--- config.mk ---
export PLATFORM = sky130hd
export DESIGN_NAME = serial_digit_adder
export DESIGN_NICKNAME = d
export VERILOG_FILES = /design/src/rtl/serial_adder_pkg.sv /design/src/rtl/serial_digit_adder_fa_digit.sv /design/src/rtl/serial_digit_adder.sv
export SDC_FILE = /design/constraint.sdc
export NUM_CORES = 1
export LEC_CHECK = 0
export CAP_MARGIN = 10
export CORE_UTILIZATION = 39
export DETAILED_ROUTE_END_ITERATION = 7
export GPL_ROUTABILITY_DRIVEN = 0
export SYNTH_ARGS = -nofsm -noshare
export SYNTH_HDL_FRONTEND = slang
export SYNTH_HIERARCHICAL = 1
export SYNTH_SLANG_ARGS = --single-unit
--- constraint.sdc ---
create_clock -name CLK -period 4.96 [get_ports CLK]
set_input_delay 0.496 -clock CLK [delete_from_list [all_inputs] [get_ports CLK]]
set_output_delay 0.496 -clock CLK [all_outputs]
set_load 0.01 [all_outputs]
--- src/rtl/serial_adder_pkg.sv ---
// Shared types and sizing helpers for the digit-serial adder.
// Optional subtract mode is enabled with SERIAL_ADDER_SUB_EN.
package serial_adder_pkg;

    typedef enum logic [1:0] {
        IDLE = 2'd0,
        RUN  = 2'd1,
        DONE = 2'd2
    } state_t;

    function automatic int ndig(input int width, input int digit);
        return width / digit;
    endfunction

    // A single-digit operation still needs a one-bit counter.
    function automatic int cnt_w(input int n);
        return (n <= 2) ? 1 : $clog2(n);
    endfunction

endpackage

--- src/rtl/serial_digit_adder_fa_digit.sv ---
// DIGIT-bit ripple slice built from chained full-adder cells.
// Purely combinational; shared by every digit of an operation.
module fa_digit #(
    parameter int DIGIT = 4
) (
    input  logic [DIGIT-1:0] A,
    input  logic [DIGIT-1:0] B,
    input  logic             CI,
    output logic [DIGIT-1:0] S,
    output logic             CO
);

    logic [DIGIT:0] c;

    assign c[0] = CI;

    for (genvar i = 0; i < DIGIT; i++) begin : g_cell
        assign S[i]   = A[i] ^ B[i] ^ c[i];
        assign c[i+1] = (A[i] & B[i]) | (A[i] & c[i]) | (B[i] & c[i]);
    end

    assign CO = c[DIGIT];

endmodule

--- src/rtl/serial_digit_adder.sv ---
// Multi-cycle adder: DIGIT bits per clock through one ripple slice.
// Define SERIAL_ADDER_SUB_EN to add the SUB port (A - B mode).
module serial_digit_adder
    import serial_adder_pkg::*;
#(
    parameter int WIDTH = 16,
    parameter int DIGIT = 4
) (
    input  logic             CLK,
    input  logic             RST,
    input  logic             IN_VALID,
    output logic             IN_READY,
    input  logic [WIDTH-1:0] A,
    input  logic [WIDTH-1:0] B,
    input  logic             CIN,
`ifdef SERIAL_ADDER_SUB_EN
    input  logic             SUB,
`endif
    output logic             OUT_VALID,
    input  logic             OUT_READY,
    output logic [WIDTH-1:0] S,
    output logic             COUT,
    output logic             BUSY
);

    localparam int NDIG = ndig(WIDTH, DIGIT);
    localparam int CW   = cnt_w(NDIG);
    localparam logic [CW-1:0] LAST = CW'(NDIG - 1);

    if ((DIGIT < 1) || (DIGIT > WIDTH) || ((WIDTH % DIGIT) != 0)) begin : g_bad_param
        $error("serial_digit_adder: WIDTH must be a multiple of DIGIT");
    end

    state_t state_q, state_d;
    logic [WIDTH-1:0] a_q, a_d;
    logic [WIDTH-1:0] b_q, b_d;
    logic [WIDTH-1:0] s_q, s_d;
    logic [CW-1:0]    cnt_q, cnt_d;
    logic             cy_q, cy_d;
    logic             co_q, co_d;

    logic [DIGIT-1:0] dsum;
    logic             dco;
    logic [WIDTH-1:0] full;

    fa_digit #(
        .DIGIT (DIGIT)
    ) u_fa (
        .A  (a_q[DIGIT-1:0]),
        .B  (b_q[DIGIT-1:0]),
        .CI (cy_q),
        .S  (dsum),
        .CO (dco)
    );

    // Finished digits enter at the top and drift down, so after the
    // last digit the running sum plus the new digit is the full result.
    if (NDIG > 1) begin : g_acc
        logic [WIDTH-DIGIT-1:0] acc_q;

        always_ff @(posedge CLK) begin
            if (RST) begin
                acc_q <= '0;
            end else if (state_q == RUN) begin
                acc_q <= full[WIDTH-1:DIGIT];
            end
        end

        assign full = {dsum, acc_q};
    end else begin : g_noacc
        assign full = dsum;
    end

    always_comb begin
        state_d = state_q;
        a_d     = a_q;
        b_d     = b_q;
        s_d     = s_q;
        cnt_d   = cnt_q;
        cy_d    = cy_q;
        co_d    = co_q;
        case (state_q)
            IDLE: begin
                if (IN_VALID) begin
                    a_d     = A;
                    b_d     = B;
                    cy_d    = CIN;
                    cnt_d   = '0;
                    state_d = RUN;
`ifdef SERIAL_ADDER_SUB_EN
                    if (SUB) begin
                        b_d  = ~B;
                        cy_d = 1'b1;
                    end
`endif
                end
            end
            RUN: begin
                a_d   = a_q >> DIGIT;
                b_d   = b_q >> DIGIT;
                cy_d  = dco;
                cnt_d = cnt_q + CW'(1);
                if (cnt_q == LAST) begin
                    s_d     = full;
                    co_d    = dco;
                    cnt_d   = '0;
                    state_d = DONE;
                end
            end
            DONE: begin
                if (OUT_READY) begin
                    state_d = IDLE;
                end
            end
            default: state_d = IDLE;
        endcase
    end

    always_ff @(posedge CLK) begin
        if (RST) begin
            state_q <= IDLE;
            a_q     <= '0;
            b_q     <= '0;
            s_q     <= '0;
            cnt_q   <= '0;
            cy_q    <= 1'b0;
            co_q    <= 1'b0;
        end else begin
            state_q <= state_d;
            a_q     <= a_d;
            b_q     <= b_d;
            s_q     <= s_d;
            cnt_q   <= cnt_d;
            cy_q    <= cy_d;
            co_q    <= co_d;
        end
    end

    assign IN_READY  = (state_q == IDLE);
    assign OUT_VALID = (state_q == DONE);
    assign BUSY      = (state_q != IDLE);
    assign S         = s_q;
    assign COUT      = co_q;

endmodule

Yosys cells after proc, flatten, opt, wreduce, memory -nomap -nowiden
Index checks and enable logic that the tools add are counted.
Widths: inputs -> output; s select.
{"block": "word_totals", "regBits": 66, "inputBits": 37, "out_inout_bits": 20, "elab_cells": 62}
{"block": "op_classes", "n_addsub": 1, "eq_ne": 6, "mux": 13, "bitwise": 28, "reduce_logical": 6}
{"op": "$pmux 16 s2", "count": 2}
{"op": "$mux 16", "count": 2}
{"op": "$and 1x1->1", "count": 12}
{"op": "$mux 2", "count": 5}
{"op": "$or 1x1->1", "count": 8}
{"op": "$xor 1x1->1", "count": 8}
{"op": "$pmux 2 s3", "count": 1}
{"op": "$eq 2x2->1 const B", "count": 2}
{"op": "$ne 2x1->1 const B", "count": 2}
{"op": "$pmux 2 s2", "count": 1}
{"op": "$reduce_and 2->1", "count": 2}
{"op": "$reduce_bool 2->1", "count": 2}
{"op": "$reduce_and 3->1", "count": 1}
{"op": "$add 2x1->2 const B", "count": 1}
{"op": "$eq 2x1->1 const B", "count": 1}
{"op": "$logic_not 2->1", "count": 1}
{"op": "$ne 2x2->1 const B", "count": 1}
{"op": "$pmux 1 s2", "count": 1}
{"op": "$mux 1", "count": 1}

Depth between registers and ports, before layout
{"block": "depth", "depth_word": 13, "depth_mapped": 11}

By module
Netlist, hierarchy kept.
{"module": "serial_digit_adder", "instances": 1, "cells_each": 291, "area_each_um2": 2598.7, "seq_area_each_um2": 1321.3}
{"module": "fa_digit", "instances": 1, "cells_each": 14, "area_each_um2": 117.6, "seq_area_each_um2": 0.0}

Least setup slack after synthesis
No wires, ideal clock.
{"block": "synth_path", "path_type": "register to register", "from": "reg a_q[0]", "to": "reg g_acc.acc_q[11]", "arrival_time_ns": 1.948, "t_required_ns": 4.890, "setup_slack_ns": 2.942, "stages_incl_launch_ff": 11, "path_buffers": 0, "cell_sequence": "dfxtp_1 -> inv_1 -> fa_1 -> inv_1 -> fa_1 -> fa_1 -> inv_1 -> fa_1 -> inv_1 -> nand2_1 -> a21oi_1"}
{"block": "synth_via", "elab_chain_len": 10, "elab_cells_between_ends": 13}
{"item": "from (decl)", "line": "serial_digit_adder.sv:35", "rtl": "logic [WIDTH-1:0] a_q, a_d;"}
{"item": "from (signal assigned)", "line": "serial_digit_adder.sv:122", "rtl": "a_q <= '0;"}
{"item": "from (signal assigned)", "line": "serial_digit_adder.sv:130", "rtl": "a_q <= a_d;"}
{"item": "$and 1x1->1", "line": "serial_digit_adder_fa_digit.sv:19", "rtl": "assign c[i+1] = (A[i] & B[i]) | (A[i] & c[i]) | (B[i] & c[i]);"}
{"item": "$or 1x1->1 (*) (2 in a row)", "line": "serial_digit_adder_fa_digit.sv:19"}
{"item": "$and 1x1->1", "line": "serial_digit_adder_fa_digit.sv:19"}
{"item": "$or 1x1->1", "line": "serial_digit_adder_fa_digit.sv:19"}
{"item": "$or 1x1->1 (*)", "line": "serial_digit_adder_fa_digit.sv:19"}
{"item": "$and 1x1->1", "line": "serial_digit_adder_fa_digit.sv:19"}
{"item": "$or 1x1->1", "line": "serial_digit_adder_fa_digit.sv:19"}
{"item": "$or 1x1->1 (*)", "line": "serial_digit_adder_fa_digit.sv:19"}
{"item": "$xor 1x1->1 (*)", "line": "serial_digit_adder_fa_digit.sv:18", "rtl": "assign S[i] = A[i] ^ B[i] ^ c[i];"}
{"item": "via dsum[3]", "line": "serial_digit_adder.sv:42", "rtl": "logic [DIGIT-1:0] dsum;"}
{"item": "to (signal assigned)", "line": "serial_digit_adder.sv:65", "rtl": "acc_q <= full[WIDTH-1:DIGIT];"}
{"item": "to (decl)", "line": "serial_digit_adder.sv:59", "rtl": "logic [WIDTH-DIGIT-1:0] acc_q;"}
Mark *: on every way through the listed nets, which the timed path passes. The rest lies on a longest branch.
A chain may end at the register's enable or synchronous reset.

Worst setup path after layout
{"block": "layout_path", "from": "reg state_q[1]", "to": "out OUT_VALID"}
{"block": "layout_via", "elab_chain_len": 1}
{"item": "from (decl)", "line": "serial_digit_adder.sv:34", "rtl": "state_t state_q, state_d;"}
{"item": "from (signal assigned)", "line": "serial_digit_adder.sv:129", "rtl": "state_q <= state_d;"}
{"item": "$eq 2x2->1", "line": "serial_digit_adder.sv:140", "rtl": "assign OUT_VALID = (state_q == DONE);"}
{"item": "to (decl)", "line": "serial_digit_adder.sv:19", "rtl": "output logic OUT_VALID,"}
Every way passes these cells.

==> results.cfg <==
[outcome]
status = completed

[route]
drtIter0Drc = 99
post_drt_wl_per_cell_microns = 12.56
ant_nets = 0
wl_met2_microns = 2516
via_per_inst = 4.986
firstDrtPassIters = 4
wl_met3_microns = 310
drc = 0
num_vias = 2179
met1_length_microns = 2580
top_layer = met4
routed_wl_microns = 5490

[grt]
grt_pass1_vias = 1998
grt_max_degree = 67
antenna_found_initial = 0
grt_use_total_pct = 15.98
grt-ovfl-total = 0
grt_pass1_wl_microns = 9108

[power_and_ir_drop]
cellPowerDensity_mw_per_mm2 = 324.3
power_mw = 1.111
peakVddDrop_mv = 0.1473
p_leak_nw = 1.264

[run]
cap_viol_max_count = 0

[clock_network]
cts_buffers = 9
clock_path_buffers = 2
cts_setup_buffers = 0
ctsResizeCount = 0
htreeDepth = 3
cts_tree = yes
insertion_delay_ps = 340
cts_root_buf = clkbuf_8
cts.sinks = 66
path_clk_slew_ps = 70
ctsHoldBuffers = 0

[layout]
area_growth_pct = 26.16
drive_above_1_share_pct = 6.723
fin_util_pct = 50.72
postLayoutCellArea_sq_mm = 0.003427
diodes = 0
nets = 394
layout.cells.non_filler = 437

[setup_path]
crit_type = flip-flop to output pin
crit_family = flip-flops
crit_path_start_kind = flip-flop
cp-end-kind = output pin
worstPathMaxFanout = 13
crit_chain = nor2b_1 -> clkdlybuf4s50_1
slowest_stage = dfxtp_1
crit_buf_inv = 1
cp_data_required_time_ps = 4460
crit_arrival_ps = 1810
slowest_delay_ps = 660

[timing]
maxSlewHeadroom_pct = 23.73
final.setup.tns_ps = 0
setup_viol = 0
fin_skew_ps = 3.112
hold_viol = 0
slew_viol_final = 0
fmax_mhz = 433.6
rsz0062_at_grt = false
holdWs_ps = 451.9
finalCritPeriodShare_pct = 46.49
tightest_slew_ps = 1144
timing.final.ws_setup_ps = 2654
period_needed_ps = 2306

[worst_hold_path]
hp-class = flip-flop to flip-flop

[placed_design]
io_buffers = 56
placed_cells = 421
preCtsSetupSlack_ps = 2820
dpl_cell_area_sq_mm = 0.003256
dp_hpwl_microns = 3568

[synthesis]
ys.warnings.count = 6
synth_area_sq_mm = 0.002716
async_flop_share_pct = 0
synth-seq-area-share_pct = 48.64
yosysUniqueCellTypes = 26
synth.avg_cell_area_sq_um = 8.906
synth_area_leaders = dfxtp_1 (49%), a21oi_1 (11%), o221a_1 (10%)
synthFlopType = dfxtp_1
synth-edff-count = 0
netlist.area_leader.share_pct = 48.64
synth_nets = 347
syn_inst = 305
synth.ff_latch_count = 66
yosys.area.top_type = dfxtp_1

[floorplan]
die-area_sq_mm = 0.007303
die_y_microns = 85.46
dieWidth_microns = 85.46
coreArea_sq_mm = 0.006756
fp-row-count = 30
start_util_pct = 40.20
io_pins = 57
==> cells by family (layout without fill, tap and decap cells) <==
logic type | after synthesis | in the layout | share of synthesized area (%)
AO/OA/AOI/OAI | 95 | 95 | 23.91
adder cells (fa/ha/maj) | 5 | 5 | 3.409
buffers and inverters | 57 | 109 | 9.627
flip-flops | 66 | 66 | 48.64
AND/OR/NAND/NOR | 82 | 82 | 14.42
==> final timing paths <==
| check | endpoint | slack (ps) | cells after the start | start |
|---|---|---|---|---|
| max | OUT_VALID | 2650 | 2 | state_q[1] |
| min reg2reg | COUT | 450 | 2 | COUT |
| min | COUT | 450 | 2 | COUT |
| max reg2reg | S[15] | 2810 | 10 | a_q[0] |
==> layout by cell type, fill, tap and decap left out, types with 2 or more instances in the layout <==
master            n
a22oi_1           6
nand3b_1          3
nor2_4            2
a21oi_1          60
nor2_1            7
clkbuf_8         10
fa_1              4
clkdlybuf4s50_1  55
nor2b_1           2
inv_1            36
nand2b_1          2
clkinv_2          3
dfxtp_1          66
clkinvlp_4        2
o21ai_0           3
o221a_1          25
nand2_1          59
==> worst min-delay path: cells and delay by family, from the launching register on <==
| kind | cells | cell delay, ps |
|---|---|---|
| DFF | 1 | 310 |
| and+or+nand+nor | 1 | 50 |
| AOI/OAI and AO/OA | 1 | 50 |
==> report_power, final <==
| part | internal (mW) | total, mW | leakage [nW] | switching (mW) |
|---|---|---|---|---|
| Combinational | 0.0686 | 0.136 | 0.639 | 0.0674 |
| Clock | 0.192 | 0.395 | 0.0851 | 0.202 |
| Sequential | 0.560 | 0.581 | 0.540 | 0.0208 |
==> synthesized netlist by cell type (2+ instances only) <==
cell type / number
o221a_1: 25
clkbuf_1: 7
buf_4: 5
buf_6: 3
nand2_1: 59
buf_2: 5
o21ai_0: 3
a21oi_1: 60
nor2_4: 2
nand2b_1: 2
nor2b_1: 3
nor2_1: 7
inv_1: 36
nand3b_1: 3
fa_1: 4
dfxtp_1: 66
a22oi_1: 6
==> flip-flops by register name, summed over array words and instances (netlist names) <==
name / count
cnt_q: 2
state_q: 2
b_q: 16
cy_q: 1
a_q: 16
COUT: 1
S: 16
g_acc.acc_q: 12
==> cell type report <==
type	instances	area, sq um
multi-input combinational	182	1136
fill	679	3329
clock buffer	11	141.4
inverter	36	135.1
timing repair buffer	57	563.0
tap	80	100.1
sequential	66	1321
clock inverter	5	30.03
==> per-layer routing <==
layer  vias to the layer above  GRT usage (%)
met5                         -              0
met4                         0          6.061
met3                        10          6.128
met2                        55          25.16
met1                       991          19.82
li1                       1123              -
Note: power is estimated with default switching activity, not from simulation.
